===== src/rtl/wash_cycle_sequencer.sv =====
// Wash cycle sequencer: fill, wash, drain, rinse, dry with pause,
// abort, sensor timeouts and a registered actuator/status decode.
module wash_cycle_sequencer #(
   parameter int TW          = 8,
   parameter int T_WASH      = 20,
   parameter int T_RINSE     = 10,
   parameter int T_DRY       = 15,
   parameter int T_FILL_MAX  = 30,
   parameter int T_DRAIN_MAX = 30
) (
   input  logic          clk,
   input  logic          reset_n,
   input  logic          tick,
   input  logic          start,
   input  logic          pause,
   input  logic          abort,
   input  logic          door_closed,
   input  logic          lvl_high,
   input  logic          lvl_low,
   output logic          valve_in,
   output logic          pump_wash,
   output logic          pump_drain,
   output logic          heater,
   output logic          fan,
   output logic          busy,
   output logic          done,
   output logic          err,
   output logic [2:0]    phase,
   output logic [TW-1:0] remaining
);

   typedef enum logic [2:0] {
      S_IDLE  = 3'd0,
      S_FILL  = 3'd1,
      S_WASH  = 3'd2,
      S_DRAIN = 3'd3,
      S_RINSE = 3'd4,
      S_DRY   = 3'd5,
      S_DONE  = 3'd6,
      S_ERROR = 3'd7
   } state_e;

   localparam logic [TW-1:0] TMR_MAX    = '1;
   localparam logic [TW-1:0] WASH_LAST  = TW'(T_WASH - 1);
   localparam logic [TW-1:0] RINSE_LAST = TW'(T_RINSE - 1);
   localparam logic [TW-1:0] DRY_LAST   = TW'(T_DRY - 1);
   localparam logic [TW-1:0] FILL_LAST  = TW'(T_FILL_MAX - 1);
   localparam logic [TW-1:0] DRAIN_LAST = TW'(T_DRAIN_MAX - 1);

   state_e        state_q, state_d;
   logic [TW-1:0] timer_q, timer_d;
   logic          pass_q, pass_d;
   logic          abort_flag_q, abort_flag_d;
   logic          paused_q, paused_d;
   logic          active;

   // a cycle is in progress (FILL through DRY)
   assign active = (state_q == S_FILL)  || (state_q == S_WASH) ||
                   (state_q == S_DRAIN) || (state_q == S_RINSE) ||
                   (state_q == S_DRY);

   // next-state, pass/abort bookkeeping and the phase timer
   always_comb begin
      state_d      = state_q;
      pass_d       = pass_q;
      abort_flag_d = abort_flag_q;
      timer_d      = timer_q;
      paused_d     = active & (pause | ~door_closed);

      if (abort) begin
         unique case (state_q)
            S_FILL, S_WASH, S_RINSE, S_DRY: begin
               state_d      = S_DRAIN;
               abort_flag_d = 1'b1;
            end
            S_DRAIN: abort_flag_d = 1'b1;
            S_ERROR: state_d = S_IDLE;
            S_DONE:  state_d = S_IDLE;
            default: state_d = state_q;
         endcase
      end else if (!paused_q) begin
         unique case (state_q)
            S_IDLE: begin
               if (start && door_closed) begin
                  state_d = S_FILL;
                  pass_d  = 1'b0;
               end
            end
            S_FILL: begin
               if (lvl_high) begin
                  state_d = pass_q ? S_RINSE : S_WASH;
               end else if (tick && timer_q == FILL_LAST) begin
                  state_d = S_ERROR;
               end
            end
            S_WASH: begin
               if (tick && timer_q == WASH_LAST) state_d = S_DRAIN;
            end
            S_RINSE: begin
               if (tick && timer_q == RINSE_LAST) state_d = S_DRAIN;
            end
            S_DRY: begin
               if (tick && timer_q == DRY_LAST) state_d = S_DONE;
            end
            S_DRAIN: begin
               if (lvl_low) begin
                  if (abort_flag_q) begin
                     state_d = S_IDLE;
                  end else if (!pass_q) begin
                     state_d = S_FILL;
                     pass_d  = 1'b1;
                  end else begin
                     state_d = S_DRY;
                  end
               end else if (tick && timer_q == DRAIN_LAST) begin
                  state_d = S_ERROR;
               end
            end
            S_DONE:  state_d = S_IDLE;
            default: state_d = state_q;
         endcase
      end

      // returning to idle ends any aborted cycle
      if (state_d == S_IDLE) abort_flag_d = 1'b0;

      if (state_d != state_q) begin
         timer_d = '0;
      end else if (tick && !paused_q && timer_q != TMR_MAX) begin
         timer_d = timer_q + 1'b1;
      end
   end

   // state register with synchronous active-low reset
   always_ff @(posedge clk) begin
      if (!reset_n) begin
         state_q      <= S_IDLE;
         timer_q      <= '0;
         pass_q       <= 1'b0;
         abort_flag_q <= 1'b0;
         paused_q     <= 1'b0;
      end else begin
         state_q      <= state_d;
         timer_q      <= timer_d;
         pass_q       <= pass_d;
         abort_flag_q <= abort_flag_d;
         paused_q     <= paused_d;
      end
   end

   // outputs decoded from registered state only
   always_comb begin
      valve_in   = 1'b0;
      pump_wash  = 1'b0;
      pump_drain = 1'b0;
      heater     = 1'b0;
      fan        = 1'b0;
      remaining  = '0;
      phase      = state_q;
      busy       = active;
      done       = (state_q == S_DONE);
      err        = (state_q == S_ERROR);

      if (!paused_q) begin
         unique case (state_q)
            S_FILL:  valve_in = 1'b1;
            S_WASH: begin
               pump_wash = 1'b1;
               heater    = 1'b1;
            end
            S_RINSE: pump_wash = 1'b1;
            S_DRAIN: pump_drain = 1'b1;
            S_DRY: begin
               fan    = 1'b1;
               heater = 1'b1;
            end
            default: valve_in = 1'b0;
         endcase
      end

      unique case (state_q)
         S_WASH:  remaining = TW'(T_WASH) - timer_q;
         S_RINSE: remaining = TW'(T_RINSE) - timer_q;
         S_DRY:   remaining = TW'(T_DRY) - timer_q;
         default: remaining = '0;
      endcase
   end

endmodule


===== config.mk =====
export PLATFORM = sky130hd
export DESIGN_NAME = wash_cycle_sequencer
export DESIGN_NICKNAME = d
export VERILOG_FILES = /design/src/rtl/wash_cycle_sequencer.sv
export SDC_FILE = /design/constraint.sdc
export NUM_CORES = 1
export LEC_CHECK = 0
export BUFFER_PORTS_ARGS = -buffer_cell sky130_fd_sc_hd__buf_2
export CORE_MARGIN = 3
export CORE_UTILIZATION = 56
export DETAILED_ROUTE_END_ITERATION = 8
export PLACE_DENSITY = 0.8
export SLEW_MARGIN = 20
export SYNTH_ARGS = -nofsm -noshare
export SYNTH_HDL_FRONTEND = slang
export SYNTH_SLANG_ARGS = --single-unit

===== constraint.sdc =====
create_clock -name clk -period 3.5 [get_ports clk]
set_clock_uncertainty 0.1 [all_clocks]
set_input_delay 0.7 -clock clk [delete_from_list [all_inputs] [get_ports clk]]
set_output_delay 0.7 -clock clk [all_outputs]
set_load 0.02 [all_outputs]

==> run summary, run 1 <==
Outcome = completed
Setup repair after global routing missed its margin = no
CP max FO = 5
Max H-tree Level = 1
R2r worst-path depth = 8
Yosys top cell area share = 18.5%
P_sw = 165 uW
Pwr dens = 272 nW/um^2
1st-iter DRT viols = 115
# rows = 18
# DRC = 0
First-pass GRT wire length = 6.44 mm
CTS Root Cell = clkbuf_4
Post-Syn Area = 1510 um^2
Lkg Pwr = 0.749 nW
Worst R2R End = timer_q[1]$_SDFFE_PP0P_
Sw Share = 36.0%
Asr flop ratio synth = 0%
Setup TNS = 0 ns
Final setup viols = 0
EDFF count, synth = 0
Int Power = 294 uW
CP max stage delay = 0.43 ns
Storage cell area = 280 um^2
Critical Path Sink Type = primary output
Most common cell after layout, fill and taps aside = buf_2
Max Slew Vio Count = 0
Tightest Pin Transition = 0.733 ns
Most frequent cells in the layout = buf_2, nor2_1, nand2_1
R2R setup slack = 0.76 ns
Initial DRT Pass Iterations = 5
Critical path launch point type = flip-flop
Clock Power Share = 24.5%
Grt ovf = 0
Layout cells sized above 1 = 19.9%
PnR Total Power = 460 uW
Initial antenna violation count = 0
#FFs+latches synth = 14
Max Freq = 296 MHz
Yosys top cell by area = dfxtp_1
Crit path required time = 2.70 ns
Largest net degree at the start of global routing = 29
Vias per inst = 6.30
Main flop type after synthesis = dfxtp_1
Synth area leaders = dfxtp_1, ha_1, nor2_1
Initial Util = 60.0%
Number of global-route vias before repair = 1440
Area of the multi-input gates = 1130 um^2
Chip width = 58.0 um
FF-to-FF Start = timer_q[5]$_SDFFE_PP0P_
Sequential share of power = 40.1%
Min Tclk post-route = 3.38 ns
Layout area overhead = 11.7%
# diodes = 0
Worst-path cell chain = inv_2 > or3_4 > clkinv_2 > ha_1 > nor2b_1 > o21ai_1 > a21boi_2 > o21ai_0 > mux2i_1 > nand2_1 > buf_2
Syn Nets = 225
Slew headroom = 51.1%
Routed Antenna Nets = 0
Full die area = 3360 um^2
Port bufs = 27
Critical path data arrival time = 2.58 ns
GPL Wtd Cong = 0.936
Clk Latency, worst-skew pair = 0.27 ns
Hold Path Sink = pass_q$_SDFFE_PN0P_
Total GRT Usage = 23.7%
Via Count = 1613
Layout Cells excl Fill = 256
Die Y = 58.0 um
Final WL = 3.92 mm
Hold Fails Final Rpt = 0
Crit Path Category = flip-flop to primary output
Distinct cell type count of the synthesized netlist = 58
Syn Inst Count = 205
Clk slew on worst S/H paths = 0.08 ns
CTS tree = yes
Nets = 247
Clock sink total = 14
Final period utilization = 96.5%
Fillers = 226
VDD IR max = 0.356 mV
Synth Warn # = 0
Combinational share of power = 35.4%
Synth Area per Inst = 7.39 um^2
Hold path cells = 2
Post-DP HPWL = 3.03 mm
Clk buf depth = 2
Core Area = 2520 um^2
CTS Hold Bufs = 0
Top Ports = 28
Max Cap Violations = 0
CTS Buf Count = 3
WL per Instance = 15.3 um
Hold wc startpoint = pass_q$_SDFFE_PN0P_
Slowest cell on crit path = or3_4
HP Class = flip-flop to flip-flop
Post-synthesis sequential area ratio = 18.5%
Dpl cells = 252
[worst max-delay path by stage]
stage,from,end,slack (ns)
global route,phase[2]$_SDFF_PN0_,remaining[5],0.02
finish,phase[2]$_SDFF_PN0_,remaining[5],0.12
global placement,phase[2]$_SDFF_PN0_,remaining[7],0.41
CTS,phase[2]$_SDFF_PN0_,remaining[7],0.02
detailed placement,phase[2]$_SDFF_PN0_,remaining[7],0.33
floorplan,phase[2]$_SDFF_PN0_,remaining[7],0.16
[Yosys cell counts, types with 5 or more instances]
cell and count:
a21oi_1 9, nand2b_1 5, xnor2_1 6, dfxtp_1 14, nand3_1 9, ha_1 10, nor3_1 7, o21ai_0 9
nand2_1 18, clkbuf_1 7, inv_1 11, and3_1 5, nor2_1 23
[cell families (layout without fill, tap and decap cells)]
group                    after synthesis  after routing  share of synthesized area [%]
flip-flops                            14             14                           18.5
adder cells (fa/ha/maj)               11             11                           9.59
multiplexers                           3              3                           1.98
AND/OR/NAND/NOR                       95             95                           34.5
AO/OA/AOI/OAI                         47             47                           22.6
buffers and inverters                 26             47                           7.60
XOR/XNOR                               9              9                           5.21
[what timing repair did]
item,CTS,global route
resized for setup,0,5
setup endpoints to repair,0,3
buffers inserted,0,0
[metrics by stage]
| step | instance area, um^2 | hold slack (ns) | worst slack [ns] | utilization, % |
|---|---|---|---|---|
| floorplan | 1510 | 0.363 | 0.163 | - |
| global placement | 1640 | 0.401 | 0.407 | 65.2 |
| detailed placement | 1640 | 0.398 | 0.335 | 65.2 |
| CTS | 1680 | 0.413 | 0.0208 | 66.6 |
| global route | 1690 | 0.446 | 0.0196 | 67.1 |
| finish | 1690 | 0.418 | 0.123 | 67.1 |
[critical path, delay by kind of cell (launching register included)]
| kind | cells | cell delay (ns) |
|---|---|---|
| AO/OA/AOI/OAI | 3 | 0.55 |
| adder cells (fa/ha/maj) | 1 | 0.21 |
| multiplexers | 1 | 0.27 |
| AND/OR/NAND/NOR | 3 | 0.63 |
| flip-flops | 1 | 0.35 |
| buffers and inverters | 3 | 0.31 |
[layer usage]
metal	wire, um	share of wire [%]	GRT usage, %	vias up
li1	-	-	-	791
met1	1750	45	34.6	744
met2	1840	47	36.6	72
met3	279	7.1	2.23	6
met4	53	1.4	7.95	0
met5	0	0	0	-
[power by group through the flow]
stage	clock (mW)	sequential, mW	combinational (mW)
finish	0.113	0.184	0.163
detailed placement	0	0.187	0.160
global route	0.124	0.186	0.182
CTS	0.117	0.183	0.161
global placement	0	0.187	0.155
floorplan	0	0.185	0.118
[final cells by class]
| cell class | count | share of cell area, % |
|---|---|---|
| Multi-Input combinational cell | 165 | 66.8 |
| Timing Repair Buffer | 30 | 9.32 |
| Sequential cell | 14 | 16.6 |
| Clock buffer | 4 | 2.14 |
| Tap cell | 30 | 2.22 |
| Inverter | 13 | 2.96 |
[state kept, by name, summed over array words and instances (netlist names)]
| name | flops |
|---|---|
| abort_flag_q | 1 |
| phase | 3 |
| timer_q | 8 |
| pass_q | 1 |
| paused_q | 1 |
Power figures use the tool's default switching activity.
==> inputs of run 2 (changes only) <==
--- a/config.mk
+++ b/config.mk
@@ -10,6 +10,7 @@
 export CORE_UTILIZATION = 56
 export DETAILED_ROUTE_END_ITERATION = 8
 export PLACE_DENSITY = 0.8
+export RECOVER_POWER = 100
 export SLEW_MARGIN = 20
 export SYNTH_ARGS = -nofsm -noshare
 export SYNTH_HDL_FRONTEND = slang
==> run 2 against run 1 <==
Sequential share of layout area is 0.38 points higher. Die area unchanged. Setup slack lost 0.0026 ns. Worst hold slack improved by 0.0027 ns. Global-route usage did not move. Register-to-register slack worse by 0.23 ns. Count of clock-buffer cells in the layout is the same. Maximum frequency is essentially flat. Via count about the same. Flip-flop and latch count unchanged.
==> run summary, run 2 (synthesis gave the netlist of run 1 again) <==
Initial antenna violation count = 0 (unchanged)
Hold Fails Final Rpt = 0 (unchanged)
Total GRT Usage = 23.7% (unchanged)
# rows = 18 (unchanged)
Met3 wire len = 253 um (-9.3%)
Setup TNS = 0 ns (unchanged)
CP max stage delay = 0.43 ns (about the same)
Layout area overhead = 9.26%
Critical Path Sink Type = primary output
Most frequent cells in the layout = nor2_1, nand2_1, clkbuf_1
Die Y = 58.0 um (unchanged)
Initial DRT Pass Iterations = 5 (unchanged)
Hold Path Sink = pass_q$_SDFFE_PN0P_
Max Freq = 296 MHz (about the same)
Clk slew on worst S/H paths = 0.08 ns (about the same)
FF-to-FF Start = timer_q[5]$_SDFFE_PP0P_
Fillers = 242 (+7.1%)
Max Slew Vio Count = 0 (unchanged)
Final period utilization = 96.6% (about the same)
Hold path cells = 2 (unchanged)
CTS Root Cell = clkbuf_4
Met2 WL = 1.81 mm (-1.6%)
Worst-path cell chain = inv_2 > or3_4 > clkinv_2 > ha_1 > nor2b_1 > o21ai_1 > a21boi_2 > o21ai_0 > mux2i_1 > nand2_1 > buf_2
R2R setup slack = 0.53 ns (-0.23 ns)
CP max FO = 5 (unchanged)
R2r worst-path depth = 8 (unchanged)
Tightest Pin Transition = 0.706 ns (-0.0265 ns)
Slowest cell on crit path = or3_4
HP Class = flip-flop to flip-flop
Max H-tree Level = 1 (unchanged)
Vias per inst = 6.30 (about the same)
Routed Antenna Nets = 0 (unchanged)
First-pass GRT wire length = 6.44 mm (unchanged)
Critical path launch point type = flip-flop
CTS tree = yes
Post-DP HPWL = 3.03 mm (unchanged)
WL met1 = 1.82 mm (+4.2%)
Largest net degree at the start of global routing = 29 (unchanged)
CTS Buf Count = 3 (unchanged)
Critical path data arrival time = 2.58 ns (about the same)
1st-iter DRT viols = 135 (+17%)
Via Count = 1614 (+0.062%)
Full die area = 3360 um^2 (unchanged)
Crit path required time = 2.70 ns (about the same)
Setup repair after global routing missed its margin = no
Final setup viols = 0 (unchanged)
Lkg Pwr = 0.681 nW (-9.1%)
Worst R2R End = timer_q[1]$_SDFFE_PP0P_
GPL Wtd Cong = 0.936 (unchanged)
Largest register FFs = 8 (unchanged)
CTS Hold Bufs = 0 (unchanged)
Final WL = 3.95 mm (+0.74%)
Biggest register = timer_q
Grt ovf = 0 (unchanged)
Worst setup margin = 0.120 ns (-0.00260 ns)
WL per Instance = 15.4 um (+0.74%)
Layout cells sized above 1 = 11.9% (-8.0 points)
Slew headroom = 52.8% (+1.8 points)
Min Tclk post-route = 3.38 ns (+0.00260 ns)
Initial Util = 60.0% (unchanged)
Uppermost layer routed = met4
# diodes = 0 (unchanged)
Max Cap Violations = 0 (unchanged)
Most common cell after layout, fill and taps aside = nor2_1
Area of the multi-input gates = 1110 um^2 (-1.4%)
Clk buf depth = 2 (unchanged)
Nets = 247 (unchanged)
Pwr dens = 275 nW/um^2 (+1.1%)
Chip width = 58.0 um (unchanged)
Clk Latency, worst-skew pair = 0.28 ns (about the same)
VDD IR max = 0.357 mV (+0.26%)
Placement Setup Slack = 0.335 ns (unchanged)
Crit Path Category = flip-flop to primary output
Critical path's top delay family = simple AND/OR/NAND/NOR gates
Clock sink total = 14 (unchanged)
Storage cell area = 280 um^2 (unchanged)
Top Ports = 28 (unchanged)
# DRC = 0 (unchanged)
Buf+Inv Stages, Crit Path = 3 (unchanged)
Number of global-route vias before repair = 1440 (unchanged)
Hold wc startpoint = pass_q$_SDFFE_PN0P_
Core Area = 2520 um^2 (unchanged)
Outcome = completed
Port bufs = 27 (unchanged)
[run 2: layout make-up]
| type | instances | share of cell area (%) |
|---|---|---|
| clock buffer | 4 | 2.19 |
| multi-input combinational | 165 | 67.3 |
| tap | 30 | 2.27 |
| sequential | 14 | 16.9 |
| timing repair buffer | 30 | 8.25 |
| inverter | 13 | 3.03 |
[run 2: timing repair]
item,CTS,global route
setup endpoints to repair,0,3
hold endpoints to repair,0,0
resized for setup,0,5
setup buffers,0,0
[run 2: worst reg2reg max path, stage by stage, from the launching register on]
cell and delay, ns:
dfxtp_1 0.57, inv_1 0.16, ha_1 0.26, and4_1 0.23, a311o_2 0.40, a211oi_1 0.30, mux2i_1 0.26, nand4_1 0.32
a211oi_1 0.27
[run 2: how the worst max path moves through the flow]
stage / start / end / slack [ns] / depth (start not counted)
after CTS: phase[2]$_SDFF_PN0_ / remaining[7] / 0.02 / 9
after global routing: phase[2]$_SDFF_PN0_ / remaining[7] / 0.02 / 11
after floorplan: phase[2]$_SDFF_PN0_ / remaining[7] / 0.16 / 9
after global placement: phase[2]$_SDFF_PN0_ / remaining[7] / 0.41 / 9
final: phase[2]$_SDFF_PN0_ / remaining[5] / 0.12 / 11
after detailed placement: phase[2]$_SDFF_PN0_ / remaining[7] / 0.33 / 9
[run 2: routing by layer]
| layer | global-route usage (%) | vias up |
|---|---|---|
| met3 | 2.23 | 8 |
| met1 | 34.6 | 740 |
| met2 | 36.6 | 77 |
| met5 | 0 | - |
| li1 | - | 789 |
| met4 | 7.95 | 0 |
[run 2: where the power goes]
group / internal [mW] / switching (mW) / total, mW
clock network: 0.0633 / 0.0502 / 0.114
registers: 0.167 / 0.0171 / 0.184
logic: 0.0591 / 0.0978 / 0.157
total: 0.290 / 0.165 / 0.455
[run 2: stage by stage]
stage                     area [um^2]  instances  total power [mW]  utilization (%)  hold WS (ns)
after floorplan                  1510        205             0.303                -         0.363
after global placement           1640        252             0.342             65.2         0.401
after detailed placement         1640        252             0.347             65.2         0.398
after CTS                        1680        256             0.461             66.6         0.413
after global routing             1650        256             0.485             65.6         0.446
final                            1650        256             0.455             65.6         0.421
